`src/rtl/openofdm_rx_pkg.sv`:
```
// Shared types and constants for the OFDM rx byte packer and its word FIFO.
package openofdm_rx_pkg;

   localparam int unsigned WORD_W      = 64;
   localparam int unsigned KEEP_W      = 8;
   localparam int unsigned USER_W      = 2;
   localparam int unsigned USER_FCS_OK = 0;
   localparam int unsigned USER_ERR    = 1;

   typedef enum logic [1:0] {
      StIdle    = 2'd0,
      StPack    = 2'd1,
      StWaitFcs = 2'd2,
      StFlush   = 2'd3
   } packer_state_e;

   // One FIFO entry: 2 user + 1 last + 8 keep + 64 data = 75 bits.
   typedef struct packed {
      logic [USER_W-1:0] user;
      logic              last;
      logic [KEEP_W-1:0] keep;
      logic [WORD_W-1:0] data;
   } rx_word_t;

endpackage

```
`src/rtl/rx_word_fifo.sv`:
```
// Show-ahead word FIFO with exact full flag and a registered AXI-Stream style output.
module rx_word_fifo
   import openofdm_rx_pkg::*;
#(
   parameter int unsigned DepthLog2 = 4
) (
   input  logic     clk_i,
   input  logic     rst_ni,
   input  logic     wr_en_i,
   input  rx_word_t wr_word_i,
   output logic     full_o,
   output rx_word_t rd_word_o,
   output logic     rd_valid_o,
   input  logic     rd_ready_i
);

   localparam int unsigned Depth = 2 ** DepthLog2;
   localparam logic [DepthLog2:0] FullLevel = (DepthLog2 + 1)'(Depth);

   rx_word_t             mem_q [Depth];
   logic [DepthLog2:0]   wr_ptr_q, wr_ptr_d, rd_ptr_q, rd_ptr_d;
   logic [DepthLog2:0]   level;
   logic                 pop, push;
   rx_word_t             out_q, out_d;
   logic                 valid_q, valid_d;

   always_comb begin
      level    = wr_ptr_q - rd_ptr_q;
      full_o   = (level == FullLevel);
      pop      = valid_q & rd_ready_i;
      // A push into a full FIFO is fine when the head leaves in the same cycle.
      push     = wr_en_i & (~full_o | pop);
      rd_ptr_d = rd_ptr_q + {{DepthLog2{1'b0}}, pop};
      wr_ptr_d = wr_ptr_q + {{DepthLog2{1'b0}}, push};
      // Compare against the committed write pointer: a fresh entry shows one cycle later.
      valid_d  = (wr_ptr_q != rd_ptr_d);
      out_d    = valid_d ? mem_q[rd_ptr_d[DepthLog2-1:0]] : '0;
   end

   always_ff @(posedge clk_i) begin
      if (push) begin
         mem_q[wr_ptr_q[DepthLog2-1:0]] <= wr_word_i;
      end
   end

   always_ff @(posedge clk_i or negedge rst_ni) begin
      if (!rst_ni) begin
         wr_ptr_q <= '0;
         rd_ptr_q <= '0;
         out_q    <= '0;
         valid_q  <= 1'b0;
      end else begin
         wr_ptr_q <= wr_ptr_d;
         rd_ptr_q <= rd_ptr_d;
         out_q    <= out_d;
         valid_q  <= valid_d;
      end
   end

   assign rd_word_o  = out_q;
   assign rd_valid_o = valid_q;

endmodule

```
`src/rtl/openofdm_rx_byte_packer.sv`:
```
// Packs decoded PSDU bytes little-endian into 64-bit words, tags the last word with FCS/error
// status and streams the words out through a small FIFO.
module openofdm_rx_byte_packer
   import openofdm_rx_pkg::*;
#(
   parameter int unsigned FIFO_DEPTH_LOG2 = 4
) (
   input  logic                s00_axi_aclk,
   input  logic                s00_axi_aresetn,
   input  logic                pkt_header_valid_strobe,
   input  logic [15:0]         pkt_len,
   input  logic                byte_out_strobe,
   input  logic [7:0]          byte_out,
   input  logic                fcs_out_strobe,
   input  logic                fcs_ok,
   output logic [WORD_W-1:0]   m_axis_tdata,
   output logic [KEEP_W-1:0]   m_axis_tkeep,
   output logic                m_axis_tlast,
   output logic [USER_W-1:0]   m_axis_tuser,
   output logic                m_axis_tvalid,
   input  logic                m_axis_tready,
   output logic [15:0]         overflow_cnt,
   output logic [1:0]          packer_state
);

   packer_state_e       state_q, state_d;
   logic [2:0]          lane_q, lane_d;
   logic [15:0]         cnt_q, cnt_d, len_q, len_d;
   logic [15:0]         pend_len_q, pend_len_d, ovf_q, ovf_d;
   logic                err_q, err_d, pend_valid_q, pend_valid_d, pend_err_q, pend_err_d;
   logic [WORD_W-1:0]   data_q, data_d;
   logic [KEEP_W-1:0]   keep_q, keep_d;
   logic [USER_W-1:0]   user_q, user_d;

   logic                push, fifo_full, fifo_can_push, abort;
   rx_word_t            push_word, out_word;
   logic                start_pkt, start_err, ovf_inc;
   logic [15:0]         start_len;

   assign fifo_can_push = ~fifo_full | (m_axis_tvalid & m_axis_tready);
   assign abort = pkt_header_valid_strobe & ((state_q == StPack) | (state_q == StWaitFcs));

   always_comb begin
      state_d      = state_q;
      lane_d       = lane_q;
      cnt_d        = cnt_q;
      len_d        = len_q;
      err_d        = err_q;
      data_d       = data_q;
      keep_d       = keep_q;
      user_d       = user_q;
      pend_valid_d = pend_valid_q;
      pend_len_d   = pend_len_q;
      pend_err_d   = pend_err_q;
      ovf_d        = ovf_q;
      push         = 1'b0;
      push_word    = '0;
      start_pkt    = 1'b0;
      start_len    = '0;
      start_err    = 1'b0;
      ovf_inc      = 1'b0;

      unique case (state_q)
         StIdle: begin
            if (pkt_header_valid_strobe && pkt_len != 16'd0) begin
               start_pkt = 1'b1;
               start_len = pkt_len;
            end
         end
         StPack: begin
            if (!abort && byte_out_strobe) begin
               data_d[{lane_q, 3'b000} +: 8] = byte_out;
               keep_d[lane_q] = 1'b1;
               lane_d = lane_q + 3'd1;
               cnt_d  = cnt_q + 16'd1;
               if (cnt_d == len_q) begin
                  if (fcs_out_strobe) begin
                     user_d[USER_FCS_OK] = fcs_ok;
                     user_d[USER_ERR]    = err_q;
                     state_d = StFlush;
                  end else begin
                     state_d = StWaitFcs;
                  end
               end else if (lane_q == 3'd7) begin
                  push      = 1'b1;
                  push_word = '{user: '0, last: 1'b0, keep: keep_d, data: data_d};
                  if (!fifo_can_push) begin
                     err_d   = 1'b1;
                     ovf_inc = 1'b1;
                  end
                  data_d = '0;
                  keep_d = '0;
               end
            end
         end
         StWaitFcs: begin
            if (!abort && fcs_out_strobe) begin
               user_d[USER_FCS_OK] = fcs_ok;
               user_d[USER_ERR]    = err_q;
               state_d = StFlush;
            end
         end
         StFlush: begin
            push      = 1'b1;
            push_word = '{user: user_q, last: 1'b1, keep: keep_q, data: data_q};
            // Bytes here belong to a packet whose header we already queued; they are lost.
            if (byte_out_strobe) begin
               ovf_inc    = 1'b1;
               pend_err_d = 1'b1;
            end
            if (pkt_header_valid_strobe) begin
               pend_valid_d = (pkt_len != 16'd0);
               pend_len_d   = pkt_len;
               pend_err_d   = 1'b0;
            end
            if (fifo_can_push) begin
               state_d      = StIdle;
               pend_valid_d = 1'b0;
               if (pkt_header_valid_strobe) begin
                  start_pkt = (pkt_len != 16'd0);
                  start_len = pkt_len;
               end else if (pend_valid_q) begin
                  start_pkt = 1'b1;
                  start_len = pend_len_q;
                  start_err = pend_err_q | byte_out_strobe;
               end
            end
         end
      endcase

      // Header mid-packet: close what we have as an errored last word and queue the new one.
      if (abort) begin
         user_d             = '0;
         user_d[USER_ERR]   = 1'b1;
         state_d            = StFlush;
         pend_valid_d       = (pkt_len != 16'd0);
         pend_len_d         = pkt_len;
         pend_err_d         = 1'b0;
      end

      if (start_pkt) begin
         state_d = StPack;
         len_d   = start_len;
         lane_d  = '0;
         cnt_d   = '0;
         err_d   = start_err;
         data_d  = '0;
         keep_d  = '0;
         user_d  = '0;
      end

      if (ovf_inc && ovf_q != 16'hFFFF) begin
         ovf_d = ovf_q + 16'd1;
      end
   end

   always_ff @(posedge s00_axi_aclk or negedge s00_axi_aresetn) begin
      if (!s00_axi_aresetn) begin
         state_q      <= StIdle;
         lane_q       <= '0;
         cnt_q        <= '0;
         len_q        <= '0;
         err_q        <= 1'b0;
         data_q       <= '0;
         keep_q       <= '0;
         user_q       <= '0;
         pend_valid_q <= 1'b0;
         pend_len_q   <= '0;
         pend_err_q   <= 1'b0;
         ovf_q        <= '0;
      end else begin
         state_q      <= state_d;
         lane_q       <= lane_d;
         cnt_q        <= cnt_d;
         len_q        <= len_d;
         err_q        <= err_d;
         data_q       <= data_d;
         keep_q       <= keep_d;
         user_q       <= user_d;
         pend_valid_q <= pend_valid_d;
         pend_len_q   <= pend_len_d;
         pend_err_q   <= pend_err_d;
         ovf_q        <= ovf_d;
      end
   end

   rx_word_fifo #(
      .DepthLog2 (FIFO_DEPTH_LOG2)
   ) u_fifo (
      .clk_i      (s00_axi_aclk),
      .rst_ni     (s00_axi_aresetn),
      .wr_en_i    (push),
      .wr_word_i  (push_word),
      .full_o     (fifo_full),
      .rd_word_o  (out_word),
      .rd_valid_o (m_axis_tvalid),
      .rd_ready_i (m_axis_tready)
   );

   assign m_axis_tdata = out_word.data;
   assign m_axis_tkeep = out_word.keep;
   assign m_axis_tlast = out_word.last;
   assign m_axis_tuser = out_word.user;
   assign overflow_cnt = ovf_q;
   assign packer_state = state_q;

endmodule
```
`config.mk`:
```
export PLATFORM = sky130hd
export DESIGN_NAME = openofdm_rx_byte_packer
export DESIGN_NICKNAME = d
export VERILOG_FILES = /design/src/rtl/openofdm_rx_pkg.sv /design/src/rtl/rx_word_fifo.sv /design/src/rtl/openofdm_rx_byte_packer.sv
export SDC_FILE = /design/constraint.sdc
export NUM_CORES = 1
export LEC_CHECK = 0
export ABC_AREA = 1
export BUFFER_PORTS_ARGS = -buffer_cell sky130_fd_sc_hd__buf_4
export CORE_UTILIZATION = 55
export CTS_CLUSTER_DIAMETER = 200
export DETAILED_ROUTE_END_ITERATION = 7
export PLACE_DENSITY = 0.71
export SKIP_LAST_GASP = 1
export SYNTH_ARGS = -nofsm -noshare
export SYNTH_HDL_FRONTEND = slang
export SYNTH_SLANG_ARGS = --single-unit
```
`constraint.sdc`:
```
create_clock -name s00_axi_aclk -period 10.4 [get_ports s00_axi_aclk]
set_input_delay 0.52 -clock s00_axi_aclk [delete_from_list [all_inputs] [get_ports s00_axi_aclk]]
set_output_delay 0.52 -clock s00_axi_aclk [all_outputs]
set_load 0.02 [all_outputs]
```
Word-level counts from Yosys, hierarchy flattened
Memory sizes are Yosys's and may differ from the RTL's.
Index checks and enable logic that the tools add are counted.

operators by class
  divide/modulo/power cells = 0
  muxes and demuxes = 82
  $mul = 0
  bitwise logic cells = 8
  shift operators = 2
  equal/unequal tests = 15
  order comparisons = 2
  add/sub/neg operators = 7
  reduce and logical (&&, ||, !) cells = 24

operators with widths
  kind                                                  count
  two-way mux 64 bit                                    5
  two-way mux 72 bit                                    3
  two-way mux 16 bit                                    10
  case mux 75 bit (2 select lines)                      1
  two-way mux 75 bit                                    1
  bitwise mux 64 bit                                    1
  variable shift 8 x 8 -> 64 bit, first input constant  1
  indexed part select 8 x 8 -> 64 bit                   1
  two-way mux 8 bit                                     5
  two-way mux 1 bit                                     34
  adder 16 x 1 -> 16 bit, second input constant         2
  case mux 16 bit (2 select lines)                      1
  two-way mux 2 bit                                     12
  equality test 16 bit                                  1
  != test 16 bit, second input constant                 1
  nonzero test 16 bit                                   1
  AND reduction 5 bit                                   3
  != test 4 x 3 -> 1 bit, second input constant         3
  adder 5 x 1 -> 5 bit                                  2
  nonzero test 2 bit                                    5
  two-way mux 3 bit                                     3
  != test 4 bit, second input constant                  2
  negation 6 -> 8 bit                                   1
  bitwise OR 8 bit                                      1
  25 further kinds                                      40

storage, ports and cells
  RAM bits = 1,200
  input bits = 31
  logic and storage cells = 160
  bits in latches = 0
  memories kept = 1
  output and inout port bits = 94
  ROM bits = 0
  flip-flop bits (word level) = 232

memories
  name          words  bits a word  rd ports  clocked after Yosys merged registers in  write ports  line                source
  u_fifo.mem_q  16     75           1         0                                        1            rx_word_fifo.sv:20  rx_word_t mem_q [Depth];

Longest topological paths before layout
  depth after elaboration = 10
  gate-level depth with buffers = 21
  gate-level depth less buffers = 20

By module
From an unflattened synthesis, not the netlist that was laid out.

second synthesis, totals
  cell total of the unflattened synthesis = 5,251
  area total of the unflattened synthesis = 59,002.8 µm²

by module, submodules not included
  module                   area each (µm²)  sequential area each (µm²)  times used  cells each
  rx_word_fifo             50,254.4         38,186.6                    1           4,064
  openofdm_rx_byte_packer  8,748.4          3,653.5                     1           1,187

Worst setup path before layout
No wires, ideal clock.

  kind = register -> register
  start = register state_q[0] (netlist: packer_state[0])
  end = memory u_fifo.mem_q[15][0] in the netlist's numbering (enable)
  library setup time = 0.601 ns
  slack = 2.868 ns
  arrival time = 6.931 ns
  required time = 9.799 ns
  stages on the path, launching flop included = 12
  buffers on the path = 0
  clock period less this slack = 7.532 ns
  cell sequence = dfrtp_1 > inv_1 > ha_1 > nand2_1 > inv_1 > nor2_1 > nand2_1 > inv_1 > nand3_2 > nand2_1 > nand2_2 > nor3_1

on the way
  word-level cells in the longest chain between the ends = 10

ends and longest elaborated chain
  item                                                                 line                                                          source
  start: declaration                                                   openofdm_rx_byte_packer.sv:26                                 packer_state_e state_q, state_d;
  start signal: assignment                                             openofdm_rx_byte_packer.sv:159                                state_q <= StIdle;
  start signal: assignment                                             openofdm_rx_byte_packer.sv:172                                state_q <= state_d;
  equality test 2 x 1 -> 1 bit or equality test 2 bit (tied branches)  openofdm_rx_byte_packer.sv:41, openofdm_rx_byte_packer.sv:63
  bitwise OR 1 bit                                                     openofdm_rx_byte_packer.sv:41                                 assign abort = pkt_header_valid_strobe & ((state_q == StPack) | (state_q == StWaitFcs));
  bitwise AND 1 bit                                                    openofdm_rx_byte_packer.sv:41
  zero test 1 bit                                                      openofdm_rx_byte_packer.sv:71                                 if (!abort && byte_out_strobe) begin
  logical AND 1 bit                                                    openofdm_rx_byte_packer.sv:71
  two-way mux 1 bit                                                    openofdm_rx_byte_packer.sv:71
  case mux 1 bit (2 select lines) (*)                                  openofdm_rx_byte_packer.sv:63                                 unique case (state_q)
  bitwise AND 1 bit (*)                                                rx_word_fifo.sv:32                                            push = wr_en_i & (~full_o | pop);
  two-way mux 1 bit (*)                                                rx_word_fifo.sv:41                                            if (push) begin
  two-way mux 1 bit (implied by the code) (*)                          rx_word_fifo.sv:42                                            mem_q[wr_ptr_q[DepthLog2-1:0]] <= wr_word_i;
  end: declaration                                                     rx_word_fifo.sv:20

Every way passes the cells marked *; elsewhere a longest branch is shown, timed or not.

Worst setup path after layout
  start = register state_q[0] (netlist: packer_state[0])
  end = memory u_fifo.mem_q[5][47] in the netlist's numbering (enable)

Same word-level chain as after synthesis.

==> impl_results.rst <==
.. list-table::
   :header-rows: 1

   * - Metric
     - Value
   * - Number of warnings printed during yosys synthesis
     - 0
   * - Count of pins over their slew limit
     - 0
   * - Leak
     - 25.7 nW
   * - Status
     - finished, final reports clean
   * - Pin slew with the least headroom to its limit
     - 1330 ps
   * - Die extent in y
     - 330 µm
   * - Iteration count of the initial detailed-routing pass
     - 6
   * - Top fanout value on the critical path
     - 73
   * - H-tree level count
     - 4
   * - I/O pin cnt
     - 125
   * - Relative area change from synthesis to final layout
     - 12.0%
   * - CORE AREA
     - 106,000 µm²
   * - Crit path time final
     - 5200 ps
   * - Final Hold Violating Endpoints
     - 0
   * - Hold slack
     - 39.1 ps
   * - Post-layout util
     - 62.6%
   * - N_diodes
     - 0
   * - Clock Pin Slew Worst Setup and Hold Paths
     - 60 ps
   * - Clk root buf
     - sky130_fd_sc_hd__clkbuf_16
   * - Number of CTS-inserted buffers
     - 145
   * - Most frequent cells in the layout
     - 1,200 x sky130_fd_sc_hd__edfxtp_1, 657 x sky130_fd_sc_hd__nand2_1, 492 x sky130_fd_sc_hd__nand3_1
   * - Global placement routability congestion
     - 0.826
   * - Max-cap violations
     - 0
   * - Top cell type by total area after synthesis
     - sky130_fd_sc_hd__edfxtp_1
   * - Kind of start point of the critical path
     - register
   * - Pwr dens
     - 317 nW/µm²
   * - Count of nets after finishing
     - 4,943
   * - VDD IR-drop max
     - 0.369 mV
   * - DRC violations left
     - 0
   * - Number of buffers added on ports
     - 124
   * - Proportion of layout cells with a drive suffix above 1
     - 9.15%
   * - Die ar.
     - 109,000 µm²
   * - Total Neg Setup Slack
     - 0 ps
   * - Setup repair after global routing missed its margin
     - false
   * - Routed Wire Length
     - 139,000 µm
   * - Share of the yosys chip area belonging to registers
     - 70.8%
   * - Endpoint type of the worst setup path
     - register
   * - DP Wirelength
     - 70,800 µm
   * - Worst min-delay path class
     - input pin to register
   * - Portion of synthesized cell area occupied by the leading cell type
     - 61.0%
   * - Number of failing setup endpoints in the final timing report
     - 0
   * - Maximum number of pins on one net before global-route repair
     - 206
   * - Worst reg2reg path startpoint
     - packer_state[0]
   * - Register-to-Register Path Depth
     - 13
   * - Tot GR Track Use
     - 25.7%
   * - Syn Nets
     - 4,870
   * - Clock buffer depth
     - 3
   * - Endpoint of the worst setup timing path
     - u_fifo.mem_q[5][47]
   * - Initial antenna violation count
     - 3
   * - Mean instance size in the synthesized netlist
     - 12.3 µm²
   * - Data required time at the worst endpoint
     - 10,750 ps
   * - Insertion delay of the later-clocked pin in the worst-skew pair
     - 760 ps
   * - Number of gates resized after CTS
     - 0
   * - Total power
     - 21.0 mW
   * - Top area cells in the synthesized netlist
     - sky130_fd_sc_hd__edfxtp_1 61%, sky130_fd_sc_hd__dfrtp_1 9.8%, sky130_fd_sc_hd__mux2i_1 4.9%
   * - Distinct cell type count of the synthesized netlist
     - 45
   * - Die width
     - 330 µm
   * - Global-route wire length before repair
     - 212,000 µm
   * - Number of instances in the synthesized netlist
     - 4,820
   * - DRT iter0 DRCs
     - 4,215
   * - Capturing point of the worst reg2reg path
     - u_fifo.mem_q[5][47]
   * - Register-to-Register Setup Slack
     - 5200 ps
   * - Cell area after technology mapping
     - 59,100 µm²
   * - Critical path arrival
     - 5550 ps
   * - Via count of the routed design
     - 37,211
   * - Launching element of the worst setup path
     - packer_state[0]
   * - TritonCTS clock tree
     - built
   * - Remaining antenna violation count
     - 0
   * - Post-CTS setup-driven buffer insertion count
     - 0
   * - Vias in the first global route
     - 36,198
   * - Period utilisation layout
     - 50.0%
   * - Via density per instance
     - 5.81
   * - Count of clock tree sinks
     - 1,432
   * - #FFs+latches synth
     - 1,432
   * - Number of rows created at floorplan
     - 119
   * - Most common cell after layout, fill and taps aside
     - sky130_fd_sc_hd__edfxtp_1
   * - Sum of overflow across all layers after global routing
     - 0
   * - Headroom to the max-slew limit
     - 11.6%
   * - Final clock skew
     - 24.6 ps
   * - FMAX
     - 192 MHz
   * - Routed length per placed instance
     - 21.6 µm
   * - Kind of critical path
     - register to register
   * - Effective utilization at floorplan
     - 55.8%
## cell families (layout without fill, tap and decap cells)
family	after synthesis	count (layout)	share of synthesized area (%)
simple gates	1363	1363	9.96
flops	1432	1432	70.8
mux	300	300	5.11
buf+inv	753	949	4.96
fa+ha+maj	19	19	0.402
compound gates	926	926	8.37
xor+xnor	27	27	0.423
## power breakdown
part	total, mW	leakage, nW	internal, mW	switching [mW]
registers	7.50	14.0	7.22	0.283
logic	8.41	9.43	2.64	5.77
clock network	5.11	2.28	2.96	2.16
## state kept, by name, summed over array words and instances (netlist names), 2 cells and up
register and count:
cnt_q 16, u_fifo.rd_ptr_q 5, user_q 2, lane_q 3, u_fifo.mem_q 1200, packer_state 2, pend_len_q 16, data_q 64
keep_q 8, overflow_cnt 16, u_fifo.wr_ptr_q 5, u_fifo.rd_word_o 75, len_q 16
## synth_stat cells (all sizes together)
cell type and instances:
nor4 3, nor3 9, buf 100, or2 2, a2111oi 1, a31o 1, xnor3 1, a211oi 8
o22ai 139, nand3b 6, nand3 495, nand2 662, nand4 20, o21bai 5, inv 472, o21ai 406
edfxtp 1200, dfrtp 232, xor2 19, mux2i 287, a22o 1, o211ai 13, ha 19, a22oi 9
o2111ai 1, o31ai 1, clkbuf 179, mux2 13, a21oi 323, a31oi 18, nor2 165, xnor2 7
nor2b 1, clkinv 2
## per-layer routing
layer / global-route usage [%] / part of all wire [%]
met1: 35.5 / 42
met2: 41.5 / 48
met3: 4.53 / 7.6
met4: 8.25 / 2.5
met5: 0 / 0.026
## metrics by stage
step	std cells	cell area (µm²)	setup slack (ps)
floorplan	4820	59100	2870
global placement	6132	61500	5280
detailed placement	6132	61500	5190
CTS	6405	66200	5170
global route	6407	66200	4890
finish	6407	66200	5200
## layout make-up
| type | instances | area [µm²] |
|---|---|---|
| multi-input combinational | 2635 | 14600 |
| inverter | 474 | 1790 |
| timing repair buffer | 205 | 1620 |
| clock buffer | 216 | 4160 |
| clock inverter | 54 | 520 |
| tap | 1391 | 1740 |
| sequential | 1432 | 41800 |
| fill | 7845 | 39600 |
## repair_timing
item,CTS,global route
hold buffers,3,0
endpoints found under the hold margin,98,0
setup endpoints to repair,0,0
## critical path, cell delays in order, from the launching register on
cell                      delay, ps
sky130_fd_sc_hd__dfrtp_1        470
sky130_fd_sc_hd__inv_1          100
sky130_fd_sc_hd__ha_1           330
sky130_fd_sc_hd__nand2_1        210
sky130_fd_sc_hd__inv_1          120
sky130_fd_sc_hd__nor2_1         130
sky130_fd_sc_hd__nand2_1        120
sky130_fd_sc_hd__inv_1          160
sky130_fd_sc_hd__nand3_4         80
sky130_fd_sc_hd__buf_4          400
sky130_fd_sc_hd__nand2_1        180
sky130_fd_sc_hd__nand2_2        450
sky130_fd_sc_hd__nor2_4        1020
sky130_fd_sc_hd__buf_4          970
## worst min-delay path by stage
stage | to | slack (ps) | cells after the start | from
6_report | len_q[7] | 40 | 3 | pkt_len[7]
5_1_grt | len_q[9] | 20 | 3 | pkt_len[9]
4_1_cts | len_q[10] | 1 | 3 | pkt_len[10]
3_5_place_dp | user_q[1] | 470 | 2 | user_q[1]
3_3_place_gp | user_q[1] | 460 | 2 | user_q[1]
2_1_floorplan | cnt_q[0] | 220 | 0 | s00_axi_aresetn
(Power assumes the default switching activity.)
